==> src/rtl/kernel_sched_pkg.sv <==
// Shared constants for the kernel scheduler: tap geometry, widths,
// kernel select encodings and FSM state encoding.
package kernel_sched_pkg;

    localparam int DWSS          = 25;
    localparam int DWIDTH_KERNEL = 8;
    localparam int DWIDTH_DIV    = 4;

    localparam logic [1:0] SEL_PASS  = 2'b00;
    localparam logic [1:0] SEL_SOBEL = 2'b01;
    localparam logic [1:0] SEL_BLUR  = 2'b10;
    localparam logic [1:0] SEL_SHARP = 2'b11;

    typedef enum logic [1:0] {
        ST_IDLE    = 2'd0,
        ST_PENDING = 2'd1,
        ST_LOAD    = 2'd2,
        ST_COMMIT  = 2'd3
    } state_t;

endpackage

==> src/rtl/kernel_sched_rom.sv <==
// Combinational 5x5 kernel ROM. Tap 0 (top-left) sits in the MSB byte,
// so tap i lives at [(DWSS-1-i)*KW +: KW].
module kernel_ROM
    import kernel_sched_pkg::*;
(
    input  logic [1:0]                      i_sel,
    output logic [DWSS*DWIDTH_KERNEL-1:0]   o_kernel,
    output logic [DWIDTH_DIV-1:0]           o_div
);

    localparam logic [DWSS*DWIDTH_KERNEL-1:0] K_PASS = {
        {12{8'h00}}, 8'h01, {12{8'h00}}
    };

    localparam logic [DWSS*DWIDTH_KERNEL-1:0] K_SOBEL = {
        8'h00, 8'h00, 8'h00, 8'h00, 8'h00,
        8'h00, 8'h00, 8'h02, 8'h02, 8'h00,
        8'h00, 8'hFE, 8'h00, 8'h02, 8'h00,
        8'h00, 8'hFE, 8'hFE, 8'h00, 8'h00,
        8'h00, 8'h00, 8'h00, 8'h00, 8'h00
    };

    // 5x5 binomial (Gaussian) kernel, sums to 256
    localparam logic [DWSS*DWIDTH_KERNEL-1:0] K_BLUR = {
        8'h01, 8'h04, 8'h06, 8'h04, 8'h01,
        8'h04, 8'h10, 8'h18, 8'h10, 8'h04,
        8'h06, 8'h18, 8'h24, 8'h18, 8'h06,
        8'h04, 8'h10, 8'h18, 8'h10, 8'h04,
        8'h01, 8'h04, 8'h06, 8'h04, 8'h01
    };

    localparam logic [DWSS*DWIDTH_KERNEL-1:0] K_SHARP = {
        8'h00, 8'h00, 8'h00, 8'h00, 8'h00,
        8'h00, 8'hFF, 8'hFE, 8'hFF, 8'h00,
        8'h00, 8'hFE, 8'h1F, 8'hFE, 8'h00,
        8'h00, 8'hFF, 8'hFE, 8'hFF, 8'h00,
        8'h00, 8'h00, 8'h00, 8'h00, 8'h00
    };

    always_comb begin
        o_kernel = K_PASS;
        o_div    = 4'd0;
        unique case (i_sel)
            SEL_PASS: begin
                o_kernel = K_PASS;
                o_div    = 4'd0;
            end
            SEL_SOBEL: begin
                o_kernel = K_SOBEL;
                o_div    = 4'd2;
            end
            SEL_BLUR: begin
                o_kernel = K_BLUR;
                o_div    = 4'd8;
            end
            SEL_SHARP: begin
                o_kernel = K_SHARP;
                o_div    = 4'd4;
            end
        endcase
    end

endmodule

==> src/rtl/kernel_sched.sv <==
// Defers kernel-select changes to the frame boundary, streams the new
// coefficients to the engine, then commits the divisor in one cycle.
module kernel_sched
    import kernel_sched_pkg::*;
#(
    parameter int N_TAPS = DWSS,
    parameter int KW     = DWIDTH_KERNEL,
    parameter int DW     = DWIDTH_DIV
) (
    input  logic          clk,
    input  logic          rst_n,
    input  logic [1:0]    sel_req,
    input  logic          sel_req_valid,
    input  logic          frame_start,
    input  logic          coef_ready,
    output logic          coef_valid,
    output logic [KW-1:0] coef_data,
    output logic [4:0]    coef_idx,
    output logic [DW-1:0] div_out,
    output logic [1:0]    active_sel,
    output logic          commit,
    output logic          busy
);

    state_t r_state, w_state_nxt;

    logic [1:0]    r_pend_sel, w_pend_nxt;
    logic [1:0]    r_load_sel, w_load_nxt;
    logic [1:0]    r_next_sel, w_next_sel_nxt;
    logic          r_next_pend, w_next_pend_nxt;
    logic [4:0]    r_idx, w_idx_nxt;
    logic          r_valid, w_valid_nxt;
    logic [DW-1:0] r_div, w_div_nxt;
    logic [1:0]    r_active, w_active_nxt;
    logic          r_commit, w_commit_nxt;

    logic [N_TAPS*KW-1:0] w_kernel;
    logic [DW-1:0]        w_rom_div;
    logic [KW-1:0]        w_coef;
    logic                 w_xfer;
    logic                 w_has_req;
    logic [1:0]           w_req_sel;

    kernel_ROM u_rom (
        .i_sel    (r_load_sel),
        .o_kernel (w_kernel),
        .o_div    (w_rom_div)
    );

    assign w_xfer = r_valid & coef_ready;

    // A request arriving in the COMMIT cycle itself still counts as deferred
    assign w_has_req = sel_req_valid | r_next_pend;
    assign w_req_sel = sel_req_valid ? sel_req : r_next_sel;

    always_comb begin
        w_state_nxt     = r_state;
        w_pend_nxt      = r_pend_sel;
        w_load_nxt      = r_load_sel;
        w_next_sel_nxt  = r_next_sel;
        w_next_pend_nxt = r_next_pend;
        w_idx_nxt       = r_idx;
        w_valid_nxt     = r_valid;
        w_div_nxt       = r_div;
        w_active_nxt    = r_active;
        w_commit_nxt    = 1'b0;
        unique case (r_state)
            ST_IDLE: begin
                if (sel_req_valid && sel_req != r_active) begin
                    w_pend_nxt  = sel_req;
                    w_state_nxt = ST_PENDING;
                end
            end
            ST_PENDING: begin
                if (sel_req_valid)
                    w_pend_nxt = sel_req;
                if (frame_start) begin
                    w_load_nxt  = sel_req_valid ? sel_req : r_pend_sel;
                    w_idx_nxt   = 5'd0;
                    w_valid_nxt = 1'b1;
                    w_state_nxt = ST_LOAD;
                end
            end
            ST_LOAD: begin
                if (sel_req_valid) begin
                    w_next_sel_nxt  = sel_req;
                    w_next_pend_nxt = 1'b1;
                end
                if (w_xfer) begin
                    if (r_idx == 5'(N_TAPS - 1)) begin
                        w_idx_nxt    = 5'd0;
                        w_valid_nxt  = 1'b0;
                        w_commit_nxt = 1'b1;
                        w_div_nxt    = w_rom_div;
                        w_active_nxt = r_load_sel;
                        w_state_nxt  = ST_COMMIT;
                    end else begin
                        w_idx_nxt = r_idx + 5'd1;
                    end
                end
            end
            ST_COMMIT: begin
                w_next_pend_nxt = 1'b0;
                if (w_has_req && w_req_sel != r_active) begin
                    w_pend_nxt  = w_req_sel;
                    w_state_nxt = ST_PENDING;
                end else begin
                    w_state_nxt = ST_IDLE;
                end
            end
        endcase
    end

    always_ff @(posedge clk) begin
        if (!rst_n)
            r_state <= ST_PENDING;
        else
            r_state <= w_state_nxt;
    end

    always_ff @(posedge clk) begin
        if (!rst_n) begin
            r_pend_sel  <= SEL_PASS;
            r_load_sel  <= SEL_PASS;
            r_next_sel  <= SEL_PASS;
            r_next_pend <= 1'b0;
            r_idx       <= 5'd0;
            r_valid     <= 1'b0;
            r_div       <= '0;
            r_active    <= SEL_PASS;
            r_commit    <= 1'b0;
        end else begin
            r_pend_sel  <= w_pend_nxt;
            r_load_sel  <= w_load_nxt;
            r_next_sel  <= w_next_sel_nxt;
            r_next_pend <= w_next_pend_nxt;
            r_idx       <= w_idx_nxt;
            r_valid     <= w_valid_nxt;
            r_div       <= w_div_nxt;
            r_active    <= w_active_nxt;
            r_commit    <= w_commit_nxt;
        end
    end

    // Data is a pure function of registered state; forced to 0 off-beat
    always_comb begin
        w_coef = '0;
        if (r_valid)
            w_coef = w_kernel[(N_TAPS - 1 - int'(r_idx)) * KW +: KW];
    end

    assign coef_valid = r_valid;
    assign coef_data  = w_coef;
    assign coef_idx   = r_idx;
    assign div_out    = r_div;
    assign active_sel = r_active;
    assign commit     = r_commit;
    assign busy       = (r_state != ST_IDLE);

endmodule

==> config.mk <==
export PLATFORM = sky130hd
export DESIGN_NAME = kernel_sched
export DESIGN_NICKNAME = d
export VERILOG_FILES = /design/src/rtl/kernel_sched_pkg.sv /design/src/rtl/kernel_sched_rom.sv /design/src/rtl/kernel_sched.sv
export SDC_FILE = /design/constraint.sdc
export NUM_CORES = 1
export LEC_CHECK = 0
export CORE_AREA = 4 4 89 91
export CTS_CLUSTER_DIAMETER = 120
export DETAILED_ROUTE_END_ITERATION = 10
export DIE_AREA = 0 0 93 95
export GPL_ROUTABILITY_DRIVEN = 0
export SYNTH_ARGS = -nofsm -noshare
export SYNTH_HDL_FRONTEND = slang
export SYNTH_SLANG_ARGS = --single-unit
==> constraint.sdc <==
create_clock -name clk -period 3.1 [get_ports clk]
set_input_delay 0.62 -clock clk [delete_from_list [all_inputs] [get_ports clk]]
set_output_delay 0.62 -clock clk [all_outputs]
set_load 0.01 [all_outputs]
=== Word-level counts from Yosys, hierarchy flattened ===
Index checks and enable logic that the tools add are counted.

* Register bits after elaboration: 22
* Bits of input ports: 7
* Output and inout bits: 22
* Word-level logic and storage cells: 71

* Add/subtract/negate cells: 2
* Equality and inequality tests: 15
* Shift-type cells: 1
* Mux-type cells: 25
* Bitwise gates (word level): 2
* Reduce and logical (&&, ||, !) cells: 16

{| class="wikitable"
|+ Operator list
! kind !! count
|-
| one-hot mux 200 bit (4 select lines) || 1
|-
| indexed part select 200 x 9 -> 8 bit || 1
|-
| two-way mux 2 bit || 8
|-
| one-hot mux 4 bit (4 select lines) || 1
|-
| two-way mux 5 bit || 3
|-
| inequality test 2 bit (second input constant) || 6
|-
| AND reduction 3 bit || 4
|-
| one-hot mux 5 bit (2 select lines) || 1
|-
| equality test 2 bit (second input constant) || 4
|-
| two-way mux 8 bit || 1
|-
| one-hot mux 2 bit (4 select lines) || 1
|-
| AND reduction 4 bit || 2
|-
| two-way mux 1 bit || 6
|-
| one-hot mux 2 bit (3 select lines) || 1
|-
| nonzero test 2 bit || 3
|-
| subtractor 5 x 5 -> 6 bit (first input constant) || 1
|-
| adder 5 x 1 -> 5 bit (second input constant) || 1
|-
| equality test 5 bit (second input constant) || 1
|-
| equality test 2 x 1 -> 1 bit (second input constant) || 2
|-
| logical NOT 2 bit || 2
|-
| inequality test 2 bit || 2
|-
| one-hot mux 1 bit (2 select lines) || 2
|-
| AND reduction 2 bit || 2
|-
| nonzero test 3 bit || 1
|-
| 3 further kinds || 4
|}

=== Logic depth before layout (Yosys ltp) ===
Gate-level depths: netlist of the first run.

* Word-level depth: 5
* Mapped depth: 10
* Depth with buffers taken out: 7

=== Modules after synthesis ===
From an unflattened synthesis of the first run, not the netlist that was laid out.

* Cells, all modules: 482
* Area total of the unflattened synthesis: 4503.1 µm²

{| class="wikitable"
|+ Modules (own cells, without submodules)
! module !! times used !! cells each !! area each (µm²) !! sequential area each (µm²)
|-
| kernel_sched || 1 || 272 || 2914.0 || 440.4
|-
| kernel_ROM || 1 || 210 || 1589.0 || 0.0
|}

=== Worst setup path after synthesis of the first run ===
OpenSTA, ideal clock, no wires.

* Path kind: reg2out
* Start point: register r_idx[1], in the netlist coef_idx[1]
* End point: output port coef_data[7]
* Data arrival time: 2.330 ns
* Required time: 2.480 ns
* Setup slack: 0.150 ns
* Cell stages (with the launch flop): 11
* Path buffers: 3
* Cells stage by stage: dfxtp_1 > buf_2 > inv_1 > ha_1 > buf_2 > nand2_1 > a2bb2oi_1 > nor3_1 > a2111oi_0 > nor3_1 > buf_4

* Longest elaborated chain between the ends: 3

{| class="wikitable"
|+ Ends and longest elaborated chain
! what !! line !! text
|-
| from (decl) || kernel_sched.sv:31 || <nowiki>logic [4:0] r_idx, w_idx_nxt;</nowiki>
|-
| from (signal assigned) || kernel_sched.sv:137 || <nowiki>r_idx <= w_idx_nxt;</nowiki>
|-
| subtractor 5 x 5 -> 6 bit || kernel_sched.sv:149 || <nowiki>w_coef = w_kernel[(N_TAPS - 1 - int'(r_idx)) * KW +: KW];</nowiki>
|-
| indexed part select 200 x 9 -> 8 bit || kernel_sched.sv:149 ||
|-
| two-way mux 8 bit || kernel_sched.sv:148 || <nowiki>if (r_valid)</nowiki>
|-
| to (decl) || kernel_sched.sv:17 || <nowiki>output logic [KW-1:0] coef_data,</nowiki>
|}

Every way passes these cells.

=== Worst setup path in the final report of the first run ===
* Start point: register r_idx[0], in the netlist coef_idx[0]
* End point: output port coef_data[7]

The elaborated chain is that of the path after synthesis.

==> impl_metrics.yaml, run 1 <==
floorplanning:
  core.rowCount: 31
  core_region_area_um2: 7140
  die_height_um: 95
  dieWidth_um: 93
  floorplan.io_pins: 29
  initial_utilization_pct: 29.2
  fp.dieArea_um2: 8840
finish:
  final_net_count: 345
  nFillCells: 772
  sequential_cell_area_um2: 428
  area_of_combinational_cells_with_multiple_inputs_um2: 1570
  area_growth_syn_to_layout_pct: 31.1
  num_antenna_cells: 0
  post_route_cells_drive_above_1_share_pct: 18.1
  layout.cell_area.non_filler_um2: 2730
grt:
  grt_usage_pct: 13.1
  groute.layer.met2.usage_pct: 21.5
  gr_busiest_metal: "met2"
  grt_util_met3_pct: 1.12
  global_route.overflow_total: 0
  met1_resource_use_gr_pct: 18.0
  first_global_vias: 2021
  grt_pass1_wl_um: 9590
  initial_antenna_violation_count: 0
  grt_max_degree: 28
sta:
  tightest_slew_ns: 0.589
  unrepaired_setup_endpoints_after_global_routing: "no"
  final_setup_fails: 0
  period_share_pct: 92.1
  final_hold_viol_count: 0
  highest_clock_frequency_the_design_can_meet_ghz: 0.350
  drv_slew: 0
  finalWorstPathRequiredPeriod_ns: 2.86
  worst_slew_margin_rel_pct: 60.7
  timing.setup.tns_ns: 0
  clock-skew-final_ns: 0.00782
power:
  finalPower_uw: 1520
  total_leakage_power_uw: 0.00118
  vdd.ir_drop.worst_mv: 0.371
  power-per-cell-area_nw_per_um2: 557
yosys:
  synthArstFlopShare_pct: 0
  syn_area_um2: 2080
  synth_sequential_area_ratio_pct: 20.2
  number_of_register_bits_inferred_by_synthesis: 21
  synthCells: 286
  yosys.cell_count.top_type: "sky130_fd_sc_hd__nor2_1"
  post_synth_most_frequent_cells: "sky130_fd_sc_hd__nor2_1 (30), sky130_fd_sc_hd__nand2_1 (28), sky130_fd_sc_hd__dfxtp_1 (21)"
  number_of_flops_mapped_to_enable_cells_by_yosys: 0
  synth-main-ff-cell: "sky130_fd_sc_hd__dfxtp_1"
  synth_nets: 304
  syn_area_per_cell_um2: 7.28
  synth_top_area_share_pct: 20.2
  post_synth_main_area_contributors: "sky130_fd_sc_hd__dfxtp_1 (20%), sky130_fd_sc_hd__ha_1 (6.6%), sky130_fd_sc_hd__nor2_1 (5.4%), sky130_fd_sc_hd__mux2i_1 (5.3%), sky130_fd_sc_hd__nand2_1 (5.0%)"
  synth_largest_area_cell: "sky130_fd_sc_hd__dfxtp_1"
  yosysWarnings: 0
  synth.distinct_cells: 57
placement:
  cell_area_reported_after_detailed_placement_um2: 2540
  io_buffers: 27
  detailed_place_hpwl_um: 4440
cts:
  cts.reportedPaths.clkPinSlew_ns: 0.08
  post_cts_hold_buffer_count: 0
  clock_root_buffer: "sky130_fd_sc_hd__clkbuf_8"
  clk-insertion-delay-late_ns: 0.26
  ctsHtreeMaxLevel: 1
  cts_tree: "built"
  cts.path.max_buffers: 2
  cts-buffers-inserted: 3
  cts_sinks: 21
setup_path:
  crit_fanout: 9
  critical_path_arrival_ns: 2.24
  cp-start-kind: "register"
  cp_data_required_time_ns: 2.48
  worstSetupEndpointType: "output pin"
  timing_worst_setup_path_type: "reg -> out"
route:
  drt-total-wl_um: 5950
  drcViolationCount: 0
  detailed_router_s_first_iteration_violation_count: 133
  drt-vias-per-instance: 5.28
  vias_after_detailed_routing: 2242
  dr.pass1.iters: 4
  antenna_violating_nets_left: 0
  avgRoutedWirePerCell_um: 14.0
worst_hold_path:
  worstHoldPathType: "reg -> reg"
flow_run:
  cap_violations: 0
outcome:
  outcome: "complete, no violations"
[worst paths after layout]
check                                                start                    endpoint  slack [ns]  cells past startpoint
worst min register to register  r_pend_sel[1]$_SDFFE_PN0P_  r_pend_sel[1]$_SDFFE_PN0P_        0.49                      2
worst min-delay path            r_pend_sel[1]$_SDFFE_PN0P_  r_pend_sel[1]$_SDFFE_PN0P_        0.49                      2
worst max-delay path              coef_idx[0]$_SDFFE_PN0P_                coef_data[7]        0.24                      9
worst max register to register     r_state[0]$_SDFFE_PN1P_     coef_valid$_SDFFE_PN0P_        1.02                      7
[worst max-delay path, cell delays in order (launching register included)]
cell and delay [ns]:
sky130_fd_sc_hd__dfxtp_1 0.35, sky130_fd_sc_hd__inv_1 0.09, sky130_fd_sc_hd__ha_4 0.22, sky130_fd_sc_hd__buf_4 0.17, sky130_fd_sc_hd__nand2b_1 0.17, sky130_fd_sc_hd__o32a_1 0.29
sky130_fd_sc_hd__nor2_1 0.12, sky130_fd_sc_hd__o21ai_0 0.10, sky130_fd_sc_hd__nor3_1 0.19, sky130_fd_sc_hd__dlygate4sd2_1 0.29
[cells by family (layout without fill, tap and decap cells)]
group,count (synthesis),in the layout,share of synthesized area (%)
fa+ha+maj,11,11,6.61
simple gates,110,110,26.4
other cells,1,1,0.180
buf+inv,35,75,8.17
compound gates,83,83,27.2
mux,12,12,5.83
flops,21,21,20.2
xor+xnor,13,13,5.47
[state kept, by name, summed over array words and instances, names as in the netlist]
signal       flops
r_load_sel       2
commit           1
r_next_sel       2
r_state          2
coef_idx         5
r_pend_sel       2
active_sel       2
r_next_pend      1
coef_valid       1
div_out          3
[through the flow]
step	utilization [%]	worst slack, ns	std cells	hold slack (ns)
final	38.3	0.245	425	0.491
after global routing	38.3	0.119	425	0.533
after CTS	36.9	0.000904	420	0.493
after global placement	35.6	0.105	416	0.469
after floorplan	-	0.150	286	0.451
after detailed placement	35.6	0.0294	416	0.482
[cells in the final DEF, fill, tap and decap left out, types with 5 or more instances in the layout]
| cell | n |
|---|---|
| sky130_fd_sc_hd__o21ai_0 | 17 |
| sky130_fd_sc_hd__nor2_1 | 30 |
| sky130_fd_sc_hd__inv_1 | 15 |
| sky130_fd_sc_hd__dfxtp_1 | 17 |
| sky130_fd_sc_hd__dlymetal6s2s_1 | 6 |
| sky130_fd_sc_hd__nand2b_1 | 5 |
| sky130_fd_sc_hd__xor2_1 | 8 |
| sky130_fd_sc_hd__a31oi_1 | 6 |
| sky130_fd_sc_hd__nand3_1 | 9 |
| sky130_fd_sc_hd__a21oi_1 | 19 |
| sky130_fd_sc_hd__buf_4 | 26 |
| sky130_fd_sc_hd__xnor2_1 | 5 |
| sky130_fd_sc_hd__mux2i_1 | 11 |
| sky130_fd_sc_hd__ha_1 | 9 |
| sky130_fd_sc_hd__clkdlybuf4s50_1 | 19 |
| sky130_fd_sc_hd__nand2_1 | 28 |
| sky130_fd_sc_hd__nor3_1 | 10 |
[layout make-up]
class                      count  area share [%]
clock buffer                   3            1.51
clock inverter                 1           0.183
inverter                      15            2.06
multi-input combinational    230            57.5
sequential                    21            15.7
tap                           99            4.54
timing repair buffer          56            18.5
[per-layer routing]
| metal | up-vias | wire, µm |
|---|---|---|
| met5 | - | 0 |
| met4 | 0 | 154 |
| met3 | 17 | 261 |
| met2 | 80 | 2770 |
| met1 | 1034 | 2760 |
| li1 | 1111 | - |
[power by group]
group | leakage [µW] | internal [µW] | switching, µW
Sequential | 0.000173 | 315 | 51.3
Clock | 0.0000255 | 89.6 | 93.8
Combinational | 0.000978 | 427 | 545
Total | 0.00118 | 832 | 690
[timing repair]
item	CTS	global route
setup buffers	0	5
pin swaps	2	4
cloned	0	0
setup endpoints to repair	8	6
gates resized for setup	16	16
No activity file was read; power rests on OpenSTA's default activity.
==> run 2: changes to the inputs <==
--- a/config.mk
+++ b/config.mk
@@ -5,10 +5,10 @@
 export SDC_FILE = /design/constraint.sdc
 export NUM_CORES = 1
 export LEC_CHECK = 0
-export CORE_AREA = 4 4 89 91
+export CORE_AREA = 4 4 83 85
 export CTS_CLUSTER_DIAMETER = 120
 export DETAILED_ROUTE_END_ITERATION = 10
-export DIE_AREA = 0 0 93 95
+export DIE_AREA = 0 0 87 89
 export GPL_ROUTABILITY_DRIVEN = 0
 export SYNTH_ARGS = -nofsm -noshare
 export SYNTH_HDL_FRONTEND = slang
==> impl_metrics.yaml, run 2 (synthesis gave the netlist of run 1 again) <==
finish:
  num_antenna_cells: 0
  mostFrequentLayoutCell: "sky130_fd_sc_hd__nor2_1"
  sequential_cell_area_um2: 430
  layout.cell_area.non_filler_um2: 2670
  finalNonFillerCells: 399
  area_of_combinational_cells_with_multiple_inputs_um2: 1580
  layout_common_cells: "sky130_fd_sc_hd__nor2_1 (30), sky130_fd_sc_hd__nand2_1 (28), sky130_fd_sc_hd__buf_4 (24)"
  nFillCells: 630
  area_growth_syn_to_layout_pct: 28.3
  final_net_count: 341
  final_core_area_utilization_pct: 43.1
  post_route_cells_drive_above_1_share_pct: 17.7
  largest_reg_flops: 5
sta:
  worst_slew_margin_rel_pct: 61.4
  final_hold_viol_count: 0
  period_share_pct: 99.9
  drv_slew: 0
  highest_clock_frequency_the_design_can_meet_ghz: 0.323
  clock-skew-final_ns: 0.00571
  final_setup_fails: 0
  unrepaired_setup_endpoints_after_global_routing: "yes"
  tightest_slew_ns: 0.580
  finalWorstPathRequiredPeriod_ns: 3.10
floorplanning:
  dieWidth_um: 87
  core.rowCount: 29
  die_height_um: 89
  floorplan.io_pins: 29
  fp.dieArea_um2: 7740
  core_region_area_um2: 6200
  initial_utilization_pct: 33.6
route:
  avgRoutedWirePerCell_um: 14.4
  detailed_router_s_first_iteration_violation_count: 121
  drt-total-wl_um: 5730
  drt-vias-per-instance: 5.53
  vias_after_detailed_routing: 2207
  drcViolationCount: 0
  dr.pass1.iters: 5
  antenna_violating_nets_left: 0
setup_path:
  worstSetupEndpointType: "output pin"
  setup_slack_of_the_worst_register_to_register_path_ns: 1.01
  critical_path_arrival_ns: 2.48
  cp-start-kind: "register"
  timing_worst_setup_path_type: "reg -> out"
  crit-reg2reg-launch: "r_state[0]$_SDFFE_PN1P_"
  cp_data_required_time_ns: 2.48
  crit_start: "coef_idx[0]$_SDFFE_PN0P_"
  crit_fanout: 27
grt:
  first_global_vias: 2039
  groute.layer.met2.usage_pct: 26.3
  grt_pass1_wl_um: 9580
  met1_resource_use_gr_pct: 19.5
  grt_util_met3_pct: 1.66
  grt_max_degree: 28
  grt_usage_pct: 15.1
  initial_antenna_violation_count: 0
  gr_busiest_metal: "met2"
  global_route.overflow_total: 0
worst_hold_path:
  worstHoldStart: "r_pend_sel[1]$_SDFFE_PN0P_"
  worstHoldPathType: "reg -> reg"
cts:
  cts_tree: "built"
  cts.reportedPaths.clkPinSlew_ns: 0.08
  cts_sinks: 21
  cts.path.max_buffers: 2
  ctsHtreeMaxLevel: 1
  cts-buffers-inserted: 3
  post_cts_hold_buffer_count: 0
  clk-insertion-delay-late_ns: 0.26
  clock_root_buffer: "sky130_fd_sc_hd__clkbuf_8"
power:
  total_leakage_power_uw: 0.00108
  power-per-cell-area_nw_per_um2: 567
  vdd.ir_drop.worst_mv: 0.472
outcome:
  outcome: "complete, no violations"
placement:
  cell_area_reported_after_detailed_placement_um2: 2530
  io_buffers: 27
  post-place-cells: 394
  detailed_place_hpwl_um: 4380
flow_run:
  cap_violations: 0
## run 2: cell count changes in the layout (fill, tap and decap cells not counted), sizes merged
cell           change
dlymetal6s2s       -5
dlygate4sd2        +2
clkbuf             -1
buf                -3
clkdlybuf4s50      +3
## run 2: worst max-delay path: stages (launching register included)
cell and delay (ns):
sky130_fd_sc_hd__dfxtp_1 0.32, sky130_fd_sc_hd__buf_4 0.23, sky130_fd_sc_hd__o21a_1 0.27, sky130_fd_sc_hd__o32a_1 0.43, sky130_fd_sc_hd__nor2_1 0.12, sky130_fd_sc_hd__o21ai_0 0.10
sky130_fd_sc_hd__nor3_1 0.20, sky130_fd_sc_hd__clkdlybuf4s50_1 0.56
## run 2: layout make-up
cell class	instances	area share, %
sequential	21	16.1
inverter	15	2.11
clock inverter	1	0.187
timing repair buffer	52	17.5
multi-input combinational	230	58.9
tap	77	3.60
clock buffer	3	1.54
## run 2: per-stage QoR
stage          power [µW]  hold slack [ns]  setup slack, ns  TNS, ns
2_1_floorplan         978            0.451            0.150        0
3_3_place_gp         1260            0.468           0.0941        0
3_5_place_dp         1260            0.479           0.0501        0
4_1_cts              1500            0.490          0.00837        0
5_1_grt              1640            0.517           -0.121   -0.293
6_report             1520            0.494          0.00369        0
## run 2: path summary, 6_finish.rpt
kind / to / cells past startpoint
max: coef_data[5] / 7
min: r_pend_sel[1]$_SDFFE_PN0P_ / 2
max reg2reg: coef_valid$_SDFFE_PN0P_ / 7
min reg2reg: r_pend_sel[1]$_SDFFE_PN0P_ / 2
## run 2: repair_timing
item	in CTS	in global routing
setup endpoints to repair	8	4
resized for setup	24	4
pin swaps	2	0
setup buffers	1	0
cloned	0	0
## run 2: power breakdown
part / switching, µW / internal, µW
logic: 546 / 432
registers: 40.3 / 316
clock network: 91.4 / 89.5
total: 677 / 838
## run 2: routing by layer
| metal | vias up | share of wire (%) |
|---|---|---|
| li1 | 1105 | - |
| met1 | 1035 | 44 |
| met2 | 55 | 49 |
| met3 | 12 | 4.7 |
| met4 | 0 | 2.1 |
| met5 | - | 0 |
